--- src/rtl/rgmii_tx_pkg.sv ---
// rtl/rgmii_tx_pkg.sv - shared types, half-period constants and counter sizing for the RGMII TX serializer
package rgmii_tx_pkg;

    typedef enum logic [1:0] {
        SPEED_10   = 2'b00,
        SPEED_100  = 2'b01,
        SPEED_1000 = 2'b10
    } speed_e;

    localparam int HALF_1000 = 1;
    localparam int HALF_100  = 5;
    localparam int HALF_10   = 50;

    localparam int HALF_W = $clog2(HALF_10 + 1);

`ifdef RGMII_TX_MII_SPEED_EN
    localparam int CNT_W = $clog2(4 * HALF_10);
`else
    localparam int CNT_W = 1;
`endif

    // The reserved 2'b11 encoding falls into the default branch and runs at gigabit rate.
    function automatic int half_cycles(input speed_e spd);
        case (spd)
            SPEED_10:  return HALF_10;
            SPEED_100: return HALF_100;
            default:   return HALF_1000;
        endcase
    endfunction

endpackage

--- src/rtl/rgmii_tx_clkgen.sv ---
// rtl/rgmii_tx_clkgen.sv - byte phase counter, quarter/byte strobes and registered RGMII tx_clk
module rgmii_tx_clkgen
    import rgmii_tx_pkg::*;
(
    input  logic              gtx_clk250,
    input  logic              tx_rst,
    input  logic              mii_sel,
    input  logic [HALF_W-1:0] half_sel,
    output logic              byte_req,
    output logic              active_nx,
    output logic              mii_nx,
    output logic [1:0]        seg_nx,
    output logic              tx_clk
);

    logic              started;
    logic              active;
    logic              mii_cur;
    logic [HALF_W-1:0] half_cur;
    logic [HALF_W-1:0] half_nx;
    logic [HALF_W-1:0] hcnt;
    logic [HALF_W-1:0] hcnt_nx;
    logic [CNT_W-1:0]  cnt;
    logic [CNT_W-1:0]  cnt_nx;
    logic [1:0]        seg;
    logic              quarter_edge;
    logic              byte_end;
    int                period;

    // A capture cycle restarts every counter so the new byte always opens with tx_clk high.
    always_comb begin
        quarter_edge = (hcnt == half_cur - HALF_W'(1));
        half_nx      = half_cur;
        mii_nx       = mii_cur;
        cnt_nx       = cnt + CNT_W'(1);
        hcnt_nx      = hcnt + HALF_W'(1);
        seg_nx       = seg;
        active_nx    = active;
        if (byte_req) begin
            half_nx   = half_sel;
            mii_nx    = mii_sel;
            cnt_nx    = '0;
            hcnt_nx   = '0;
            seg_nx    = 2'd0;
            active_nx = 1'b1;
        end else if (quarter_edge) begin
            hcnt_nx = '0;
            seg_nx  = seg + 2'd1;
        end
        period   = (mii_nx ? 4 : 2) * int'(half_nx);
        byte_end = active_nx && (int'(cnt_nx) == period - 1);
    end

    always_ff @(posedge gtx_clk250 or posedge tx_rst) begin
        if (tx_rst) begin
            started  <= 1'b0;
            active   <= 1'b0;
            mii_cur  <= 1'b0;
            half_cur <= '0;
            hcnt     <= '0;
            cnt      <= '0;
            seg      <= 2'd0;
            byte_req <= 1'b0;
            tx_clk   <= 1'b0;
        end else begin
            started  <= 1'b1;
            active   <= active_nx;
            mii_cur  <= mii_nx;
            half_cur <= half_nx;
            hcnt     <= hcnt_nx;
            cnt      <= cnt_nx;
            seg      <= seg_nx;
            byte_req <= !started || byte_end;
            tx_clk   <= active_nx & ~seg_nx[0];
        end
    end

endmodule

--- src/rtl/rgmii_tx_sdr_serializer.sv ---
// rtl/rgmii_tx_sdr_serializer.sv - GMII byte stream to SDR-emulated RGMII TX; RGMII_TX_MII_SPEED_EN adds 10/100 MII mode
module rgmii_tx_sdr_serializer
    import rgmii_tx_pkg::*;
(
    input  logic       gtx_clk250,
    input  logic       tx_rst,
    input  logic [7:0] gmii_txd,
    input  logic       gmii_tx_en,
    input  logic       gmii_tx_er,
    input  logic [1:0] speed,
    output logic       byte_req,
    output logic       rgmii_tx_clk,
    output logic [3:0] rgmii_txd,
    output logic       rgmii_tx_ctl
);

    logic              mii_sel;
    logic [HALF_W-1:0] half_sel;
    logic              active_nx;
    logic              mii_nx;
    logic [1:0]        seg_nx;
    logic [7:0]        d_q;
    logic [7:0]        d_nx;
    logic              en_q;
    logic              en_nx;
    logic              er_q;
    logic              er_nx;
    logic              hi_nib;

`ifdef RGMII_TX_MII_SPEED_EN
    assign mii_sel  = (speed == SPEED_10) || (speed == SPEED_100);
    assign half_sel = HALF_W'(half_cycles(speed_e'(speed)));
`else
    logic unused_speed;
    assign unused_speed = ^speed;
    assign mii_sel      = 1'b0;
    assign half_sel     = HALF_W'(HALF_1000);
`endif

    rgmii_tx_clkgen u_clkgen (
        .gtx_clk250 (gtx_clk250),
        .tx_rst     (tx_rst),
        .mii_sel    (mii_sel),
        .half_sel   (half_sel),
        .byte_req   (byte_req),
        .active_nx  (active_nx),
        .mii_nx     (mii_nx),
        .seg_nx     (seg_nx),
        .tx_clk     (rgmii_tx_clk)
    );

    // MII repeats each nibble over a full tx_clk period, GMII switches nibble every half-period.
    always_comb begin
        d_nx   = byte_req ? gmii_txd   : d_q;
        en_nx  = byte_req ? gmii_tx_en : en_q;
        er_nx  = byte_req ? gmii_tx_er : er_q;
        hi_nib = mii_nx ? seg_nx[1] : seg_nx[0];
    end

    always_ff @(posedge gtx_clk250 or posedge tx_rst) begin
        if (tx_rst) begin
            d_q          <= 8'd0;
            en_q         <= 1'b0;
            er_q         <= 1'b0;
            rgmii_txd    <= 4'd0;
            rgmii_tx_ctl <= 1'b0;
        end else begin
            d_q          <= d_nx;
            en_q         <= en_nx;
            er_q         <= er_nx;
            rgmii_txd    <= active_nx ? (hi_nib ? d_nx[7:4] : d_nx[3:0]) : 4'd0;
            rgmii_tx_ctl <= active_nx & (seg_nx[0] ? (en_nx ^ er_nx) : en_nx);
        end
    end

endmodule

--- config.mk ---
export PLATFORM = sky130hd
export DESIGN_NAME = rgmii_tx_sdr_serializer
export DESIGN_NICKNAME = d
export VERILOG_FILES = /design/src/rtl/rgmii_tx_pkg.sv /design/src/rtl/rgmii_tx_clkgen.sv /design/src/rtl/rgmii_tx_sdr_serializer.sv
export SDC_FILE = /design/constraint.sdc
export NUM_CORES = 1
export LEC_CHECK = 0
export CAP_MARGIN = 20
export CORE_UTILIZATION = 30
export DETAILED_ROUTE_END_ITERATION = 6
export GPL_ROUTABILITY_DRIVEN = 0
export PLACE_DENSITY = 0.47
export SYNTH_ARGS = -nofsm -noshare
export SYNTH_HDL_FRONTEND = slang
export SYNTH_SLANG_ARGS = --single-unit
--- constraint.sdc ---
create_clock -name gtx_clk250 -period 11.86 [get_ports gtx_clk250]
set_input_delay 2.965 -clock gtx_clk250 [delete_from_list [all_inputs] [get_ports gtx_clk250]]
set_output_delay 2.965 -clock gtx_clk250 [all_outputs]
set_load 0.005 [all_outputs]
==> results of run 1 <==
-- placed cells by master (no fill, tap or decap), types with 6 or more instances in the layout --
master,n
xor2_1,6
nor2_1,14
nand2b_1,6
nor2b_1,12
ha_1,21
nand2_1,11
dfrtp_1,35
xnor2_1,9
inv_1,16
clkdlybuf4s50_1,18
mux2_2,9
-- how the worst max path moves through the flow --
| stage | start | endpoint | slack [ps] | depth (start not counted) |
|---|---|---|---|---|
| finish | u_clkgen.byte_req | byte_req | 7400 | 2 |
| global route | u_clkgen.byte_req | byte_req | 7320 | 2 |
| CTS | u_clkgen.byte_req | byte_req | 7370 | 2 |
| detailed placement | u_clkgen.byte_req | byte_req | 7690 | 2 |
| global placement | u_clkgen.byte_req | byte_req | 7700 | 2 |
| floorplan | u_clkgen.byte_req | u_clkgen.byte_req | 7650 | 21 |
-- cell families after synthesis --
| group | synth area share (%) |
|---|---|
| XOR/XNOR | 5.93 |
| buffers and inverters | 4.12 |
| AO/OA/AOI/OAI | 11.8 |
| AND/OR/NAND/NOR | 16.2 |
| multiplexers | 5.93 |
| adder cells (fa/ha/maj) | 16.4 |
| other | 0.169 |
| flip-flops | 39.5 |
-- power breakdown --
| group | switching, mW | total, mW | internal, mW |
|---|---|---|---|
| Clock | 0.0438 | 0.0847 | 0.0408 |
| Sequential | 0.00314 | 0.132 | 0.129 |
| Combinational | 0.0141 | 0.0344 | 0.0203 |
-- per-stage QoR --
step           utilization, %  power (mW)  setup slack [ps]  instances
6_report                 37.1       0.251              7400        327
5_1_grt                  37.1       0.264              7320        327
3_5_place_dp             35.8       0.169              7690        319
2_1_floorplan               -       0.153              7650        209
3_3_place_gp             35.8       0.169              7700        319
4_1_cts                  37.1       0.256              7370        327
-- layout make-up --
cell class | instances | share of cell area (%)
inverter | 16 | 2.32
clock buffer | 5 | 2.66
sequential | 35 | 33.8
tap | 96 | 4.64
timing repair buffer | 20 | 7.54
clock inverter | 3 | 0.773
multi-input combinational | 152 | 48.3
-- routing by layer --
metal	up-vias	global-route usage, %	wire, µm
li1	748	-	-
met1	673	16.5	2010
met2	21	18.5	1670
met3	7	3.11	161
met4	0	3.13	47
met5	-	0	0
-- worst register-to-register path: stages (launching register included) --
cell and delay, ps:
dfrtp_1 590, nor2b_1 280, nand2_1 110, fa_1 540, inv_1 40, ha_1 270
ha_1 160, inv_1 50, fa_1 390, nor2b_1 120, o21ai_0 110, nand2_1 130
a21oi_1 70, o21bai_1 130, ha_1 250, nor3_1 190, o311a_1 180, nand3_1 80
o41ai_1 270
-- flip-flops by register name (all words and copies together), names as in the netlist --
name	flops
er_q	1
rgmii_txd	4
en_q	1
u_clkgen.seg	2
u_clkgen.cnt	1
rgmii_tx_ctl	1
u_clkgen.started	1
u_clkgen.active	1
u_clkgen.tx_clk	1
d_q	8
u_clkgen.half_cur	6
u_clkgen.mii_cur	1
u_clkgen.hcnt	6
u_clkgen.byte_req	1
==> impl_metrics.json, run 1 <==
{
  "status": "finished clean",
  "grt_first_pass_wirelength_um": 7160,
  "syn_avg_cell_area_um2": 10.6,
  "vias": 1449,
  "rows": 30,
  "hp-start": "u_clkgen.cnt",
  "crit_family": "buffers and inverters",
  "yosysSeqAreaShare_pct": 39.5,
  "clk_pin_slew_ps": 70,
  "wl_um": 3880,
  "grt_max_degree": 36,
  "diodes": 0,
  "cts_htree_levels": 2,
  "worstPathRequired_ps": 8900,
  "netlist_area_um2": 2220,
  "ys.flop_type": "dfrtp_1",
  "avgViaCountPerCell": 4.43,
  "core-area_um2": 6980,
  "seq_area_um2": 876,
  "path_cells": "buf_4 > clkdlybuf4s50_1",
  "cts_buffer_depth": 2,
  "post-dp-hpwl_um": 2940,
  "hp-class": "register to register",
  "crit_buf_inv": 2,
  "cts_sinks": 35,
  "final.fill_count": 725,
  "die_y_um": 88.0,
  "drtPass1Iterations": 4,
  "yosysWarnings": 0,
  "synth_most_common_cell": "dfrtp_1",
  "fp.dieW_um": 88.0,
  "fin_crit_ps": 4460,
  "hold_path_depth": 1,
  "synth_commonest_cells": "dfrtp_1 (35), ha_1 (21), inv_1 (16), nor2_1 (14), nor2b_1 (12)",
  "worst_path_max_delay_cell": "clkdlybuf4s50_1",
  "wl_per_cell_um": 11.9,
  "fin_nets": 270,
  "crit_path_start_kind": "register",
  "synth_edf_count": 0,
  "syn_to_final_growth_pct": 16.8,
  "overflow": 0,
  "crit_type": "register to output port",
  "cts_root_buffer": "clkbuf_8",
  "grtUsageTotal_pct": 11.9,
  "synthCells": 209,
  "synth_top_cell_area_share_pct": 39.5,
  "place_area_um2": 2500,
  "cp.arrival_ps": 1500,
  "clkLatencyLatePin_ps": 290,
  "max-cap-violations": 0,
  "timing.fmax_ghz": 0.224,
  "start_util_pct": 31.8,
  "synth.distinct_cells": 41,
  "synth_area_leader_cell": "dfrtp_1",
  "irDropWorstVdd_uv": 69.7,
  "setup_viol_count_final": 0,
  "hold-path-endpoint": "u_clkgen.cnt",
  "fin_crit_sh_pct": 37.6,
  "postCtsSetupBuffers": 0,
  "post-route-drc-count": 0,
  "final.setup.tns_ps": 0,
  "cts_resized": 0,
  "cpPeakStageDelay_ps": 570,
  "synthArstFlopShare_pct": 100,
  "p_leak_nw": 1.14,
  "timing.rr.start": "u_clkgen.mii_cur",
  "skew_ps": 7.13,
  "maxSlewViolCount": 0,
  "r2r_end": "u_clkgen.byte_req",
  "endpoint_kind": "output port",
  "post-route-cell-area_um2": 2590,
  "drive_gt1_share_pct": 11.7,
  "synth_area_leaders": "dfrtp_1 (40%), ha_1 (12%), mux2_2 (4.6%), fa_1 (4.5%), xnor2_1 (3.6%)",
  "postCtsHoldBufs": 0,
  "r2r_cells": 18,
  "rsz0062_at_grt": "false",
  "whs_ps": 416,
  "ant_nets": 0,
  "ys_ff_latch": 35,
  "cts_tree": "built",
  "cellPowerDensity_nw_per_um2": 96.8,
  "multi_input_area_um2": 1250,
  "critPathMaxFanout": 29,
  "antenna_found_initial": 0,
  "drt_iter0_markers": 35,
  "fp.dieArea_um2": 7740,
  "numCtsBuffers": 5,
  "grt_pass1_vias": 1524,
  "portBuffers": 18,
  "syn_nets": 249,
  "hold_viol": 0,
  "num_io_pins": 21,
  "r2r_setup_slack_ps": 7790
}
No activity file was read; power rests on OpenSTA's default activity.
==> inputs of run 2 (changes only) <==
==> constraint.sdc (replaced) <==
create_clock -name gtx_clk250 -period 4.5 [get_ports gtx_clk250]
set_input_delay 1.125 -clock gtx_clk250 [delete_from_list [all_inputs] [get_ports gtx_clk250]]
set_output_delay 1.125 -clock gtx_clk250 [all_outputs]
set_load 0.005 [all_outputs]
==> run 2 against run 1 <==
  * Global-route usage grew 0.66 points
  * Largest power group unchanged
  * Core utilization increased by 0.25 points
  * Final cell count decreased by 0.31%
  * Sequential power grew to 2.6 times the previous value
  * Critical path type is now register to register
==> impl_metrics.json, run 2 (synthesis results as in run 1) <==
{
  "status": "finished clean",
  "finalPower_uw": 713,
  "max-cap-violations": 0,
  "timing.rr.start": "u_clkgen.mii_cur",
  "grt_max_degree": 26,
  "timing.fmax_ghz": 0.248,
  "reg_top3": "d_q: 8 flops, u_clkgen.half_cur: 6 flops, u_clkgen.hcnt: 6 flops",
  "drt_iter0_markers": 25,
  "grt_pass1_vias": 1551,
  "top_register": "d_q",
  "p_switching_uw": 159,
  "postCtsSetupBuffers": 0,
  "irDropWorstVdd_uv": 164,
  "hold_viol": 0,
  "place_area_um2": 2500,
  "post-route-drc-count": 0,
  "largest_register_ffs": 8,
  "cp.arrival_ps": 4210,
  "fp.dieW_um": 88.0,
  "pwr-share-clk_pct": 38.6,
  "internal-power_uw": 554,
  "core-area_um2": 6980,
  "overflow": 0,
  "r2r_end": "u_clkgen.byte_req",
  "endpoint_kind": "register",
  "start_util_pct": 31.8,
  "fin_util_pct": 37.3,
  "cpMostUsedCell": "ha_1",
  "startpoint": "u_clkgen.mii_cur",
  "num_io_pins": 21,
  "cts_resized": 0,
  "rsz0062_at_grt": "false",
  "cpPeakStageDelay_ps": 580,
  "antenna_found_initial": 0,
  "grt_first_pass_wirelength_um": 7470,
  "r2r_setup_slack_ps": 470,
  "critPathCapture": "u_clkgen.byte_req",
  "numCtsBuffers": 5,
  "drive_gt1_share_pct": 11.3,
  "critPathMaxFanout": 15,
  "final_cell_mix": "dfrtp_1 (35), ha_1 (21), clkdlybuf4s50_1 (18), inv_1 (16), nor2_1 (14)",
  "cts_buffer_depth": 2,
  "crit_path_start_kind": "register",
  "clk_pin_slew_ps": 80,
  "fin_crit_ps": 4030,
  "wl_um": 4050,
  "clkLatencyLatePin_ps": 290,
  "post-route-cell-area_um2": 2610,
  "worst_path_max_delay_cell": "dfrtp_1",
  "cts_htree_levels": 2,
  "ant_nets": 0,
  "crit_type": "register to register",
  "vias": 1446,
  "cts_tree": "built",
  "fp.dieArea_um2": 7740,
  "worstPathRequired_ps": 4680,
  "p_leak_nw": 1.15,
  "power_frac_seq_pct": 48.9,
  "skew_ps": 9.71,
  "fin_crit_sh_pct": 89.5,
  "path_cells": "nor2b_1 > nand2_1 > fa_1 > inv_1 > ha_1 > ha_1 > inv_1 > fa_1 > nor2b_1 > o21ai_0 > nand2_1 > a21oi_1 > o21bai_1 > ha_1 > nor3_1 > o311a_1 > nand3_1 > o41ai_1",
  "cts_sinks": 35,
  "final_common_cell": "dfrtp_1",
  "r2r_cells": 18,
  "post-dp-hpwl_um": 3080,
  "syn_to_final_growth_pct": 17.6,
  "postCtsHoldBufs": 0,
  "rows": 30,
  "wl_per_cell_um": 12.4,
  "maxSlewViolCount": 0,
  "drtPass1Iterations": 4,
  "fin_nets": 270,
  "hp-class": "register to register",
  "avgViaCountPerCell": 4.44,
  "diodes": 0,
  "cts_root_buffer": "clkbuf_8",
  "setup_viol_count_final": 0,
  "netSwitchingFraction_pct": 22.3,
  "die_y_um": 88.0,
  "p_comb_share_pct": 12.5,
  "cellPowerDensity_nw_per_um2": 274,
  "final.setup.tns_ps": 0,
  "grtUsageTotal_pct": 12.6,
  "portBuffers": 18
}
run 2: per-stage QoR:
stage	hold WS (ps)	std cells	setup slack (ps)
floorplan	385	209	292
global placement	409	319	471
detailed placement	403	319	440
CTS	414	326	441
global route	481	326	163
finish	413	326	472
run 2: routing by layer:
metal	vias to the layer above	GRT usage (%)	wire [µm]
met5	-	0	0
met4	0	4.02	60
met3	8	3.68	161
li1	751	-	-
met1	668	17.5	2100
met2	19	18.8	1730
run 2: critical path, delay by kind of cell, from the launching register on:
family	cells	cell delay [ps]
AO/OA/AOI/OAI	5	750
adder cells (fa/ha/maj)	5	1650
buffers and inverters	2	100
flip-flops	1	580
AND/OR/NAND/NOR	6	860
run 2: how the worst min path moves through the flow:
| stage | start | endpoint | depth (start not counted) |
|---|---|---|---|
| after floorplan | u_clkgen.cnt | u_clkgen.cnt | 1 |
| after global placement | u_clkgen.cnt | u_clkgen.cnt | 1 |
| after detailed placement | u_clkgen.cnt | u_clkgen.cnt | 1 |
| after CTS | u_clkgen.cnt | u_clkgen.cnt | 1 |
| after global routing | u_clkgen.cnt | u_clkgen.cnt | 1 |
| final | u_clkgen.cnt | u_clkgen.cnt | 1 |
run 2: final cells by class:
cell class | instances | area [µm²]
Inverter | 16 | 60.1
Tap cell | 96 | 120
Sequential cell | 35 | 876
Clock buffer | 5 | 68.8
Clock inverter | 2 | 37.5
Fill cell | 732 | 4370
Timing Repair Buffer | 20 | 195
Multi-Input combinational cell | 152 | 1250
run 2: power groups by stage:
stage | registers, mW | clock network, mW | logic [mW]
after floorplan | 0.353 | 0 | 0.0505
after global placement | 0.355 | 0 | 0.0906
after detailed placement | 0.355 | 0 | 0.0910
after CTS | 0.349 | 0.286 | 0.0920
after global routing | 0.352 | 0.298 | 0.0992
final | 0.349 | 0.275 | 0.0892
==> inputs of run 3 (changes only) <==
--- a/config.mk
+++ b/config.mk
@@ -5,11 +5,12 @@
 export SDC_FILE = /design/constraint.sdc
 export NUM_CORES = 1
 export LEC_CHECK = 0
-export CAP_MARGIN = 20
+export CAP_MARGIN = 15
 export CORE_UTILIZATION = 30
 export DETAILED_ROUTE_END_ITERATION = 6
 export GPL_ROUTABILITY_DRIVEN = 0
 export PLACE_DENSITY = 0.47
+export RECOVER_POWER = 100
 export SYNTH_ARGS = -nofsm -noshare
 export SYNTH_HDL_FRONTEND = slang
 export SYNTH_SLANG_ARGS = --single-unit
==> run 3 against run 2 <==
  * Largest power group unchanged
  * Non-clock buffer count is the same
  * Combinational power down 8.1%
  * Sequential cell count did not move
  * Core utilization fell by 0.16 points
  * Count of clock-buffer cells in the layout unchanged
  * Sequential power about the same
  * Register-to-register slack about the same
==> impl_metrics.json, run 3 (synthesis results as in run 1) <==
{
  "drive_gt1_share_pct": 7.39,
  "hold_path_depth": 1,
  "cts_sinks": 35,
  "timing.rr.start": "u_clkgen.mii_cur",
  "num_io_pins": 21,
  "syn_to_final_growth_pct": 17.1,
  "maxSlewHeadroom_pct": 9.97,
  "wl_per_cell_um": 12.4,
  "p_leak_nw": 1.15,
  "post-route-drc-count": 0,
  "cts_root_buffer": "clkbuf_8",
  "post-dp-hpwl_um": 3080,
  "r2r_cells": 18,
  "start_util_pct": 31.8,
  "hp-class": "register to register",
  "worst_slew_pin_slew_ps": 1350,
  "fin_crit_sh_pct": 89.5,
  "setup_viol_count_final": 0,
  "portBuffers": 18,
  "critPathMaxFanout": 15,
  "r2r_end": "u_clkgen.byte_req",
  "skew_ps": 10.2,
  "drtPass1Iterations": 4,
  "final_common_cell": "dfrtp_1",
  "rows": 30,
  "fin_crit_ps": 4030,
  "hold-path-endpoint": "u_clkgen.cnt",
  "ant_nets": 0,
  "top_register": "d_q",
  "timing.fmax_ghz": 0.248,
  "rsz0062_at_grt": "false",
  "r2r_setup_slack_ps": 470,
  "diodes": 0,
  "postCtsSetupBuffers": 0,
  "endpoint_kind": "register",
  "hp-start": "u_clkgen.cnt",
  "whs_ps": 413,
  "crit_path_start_kind": "register",
  "largest_register_ffs": 8,
  "drt_iter0_markers": 23,
  "cts_resized": 0,
  "hold_viol": 0,
  "fp.dieArea_um2": 7740,
  "postCtsHoldBufs": 0,
  "cellPowerDensity_nw_per_um2": 272,
  "vias": 1448,
  "fin_nets": 270,
  "worstPathRequired_ps": 4680,
  "clk_pin_slew_ps": 80,
  "grtUsageTotal_pct": 12.6,
  "avgViaCountPerCell": 4.44,
  "die_y_um": 88.0,
  "numCtsBuffers": 5,
  "grt_pass1_vias": 1551,
  "core-area_um2": 6980,
  "max-cap-violations": 0,
  "cts_tree": "built",
  "cts_htree_levels": 2,
  "irDropWorstVdd_uv": 163,
  "crit_type": "register to register",
  "grt_first_pass_wirelength_um": 7470,
  "final.setup.tns_ps": 0,
  "cts_buffer_depth": 2,
  "status": "finished clean",
  "final_cell_mix": "dfrtp_1 (35), ha_1 (21), inv_1 (16), nor2_1 (14)",
  "grt_max_degree": 26,
  "overflow": 0,
  "maxSlewViolCount": 0,
  "wl_um": 4050,
  "clkLatencyLatePin_ps": 290,
  "reg_top3": "d_q: 8 flops, u_clkgen.half_cur: 6 flops, u_clkgen.hcnt: 6 flops",
  "cp.arrival_ps": 4210,
  "antenna_found_initial": 0,
  "fp.dieW_um": 88.0
}
==> run 3: changes by cell type in the layout (fill, tap and decap cells not counted), moves of 6 or more <==
cell	previous run	this run
clkdlybuf4s50_1	18	6
dlygate4sd3_1	0	12
mux2_1	0	6
mux2_2	9	3
==> run 3: layout make-up <==
cell class | instances | area (µm²)
multi-input cells | 152 | 1240
inverters | 16 | 60.1
repair buffers | 20 | 191
well taps | 96 | 120
clock buffers | 5 | 68.8
clock inverters | 2 | 37.5
fillers | 734 | 4390
flip-flops and latches | 35 | 876
==> run 3: stage by stage <==
step | setup slack [ps] | std cells | util (%) | instance area [µm²] | total power [mW]
2_1_floorplan | 292 | 209 | - | 2220 | 0.404
3_3_place_gp | 471 | 319 | 35.8 | 2500 | 0.446
3_5_place_dp | 440 | 319 | 35.8 | 2500 | 0.446
4_1_cts | 441 | 326 | 37.3 | 2610 | 0.727
5_1_grt | 163 | 326 | 37.2 | 2600 | 0.742
6_report | 471 | 326 | 37.2 | 2600 | 0.706
==> run 3: power by group <==
part	internal, mW	switching (mW)
combinational	0.0462	0.0359
clock	0.162	0.114
sequential	0.339	0.00943
total	0.547	0.159
==> run 3: worst max-delay path, cell delays in order (launching register included) <==
cell and delay [ps]:
dfrtp_1 580, nor2b_1 260, nand2_1 110, fa_1 550
inv_1 50, ha_1 270, ha_1 160, inv_1 50
fa_1 410, nor2b_1 120, o21ai_0 90, nand2_1 120
a21oi_1 80, o21bai_1 140, ha_1 260, nor3_1 180
o311a_1 180, nand3_1 70, o41ai_1 260
==> run 3: how the worst max path moves through the flow <==
stage | startpoint | end | slack (ps) | cells past startpoint
finish | u_clkgen.mii_cur | u_clkgen.byte_req | 470 | 18
detailed placement | u_clkgen.mii_cur | u_clkgen.byte_req | 440 | 18
global placement | u_clkgen.mii_cur | u_clkgen.byte_req | 470 | 18
global route | u_clkgen.mii_cur | u_clkgen.byte_req | 160 | 18
floorplan | u_clkgen.byte_req | u_clkgen.byte_req | 290 | 21
CTS | u_clkgen.mii_cur | u_clkgen.byte_req | 440 | 18
==> run 3: layer usage <==
layer  GRT usage (%)  share of wire [%]  wire length (µm)  vias to the layer above
li1                -                  -                 -                      751
met3            3.68                4.1               167                        8
met2            18.8                 42              1720                       19
met5               0                  0                 0                        -
met4            4.02                1.5                60                        0
met1            17.5                 52              2110                      670
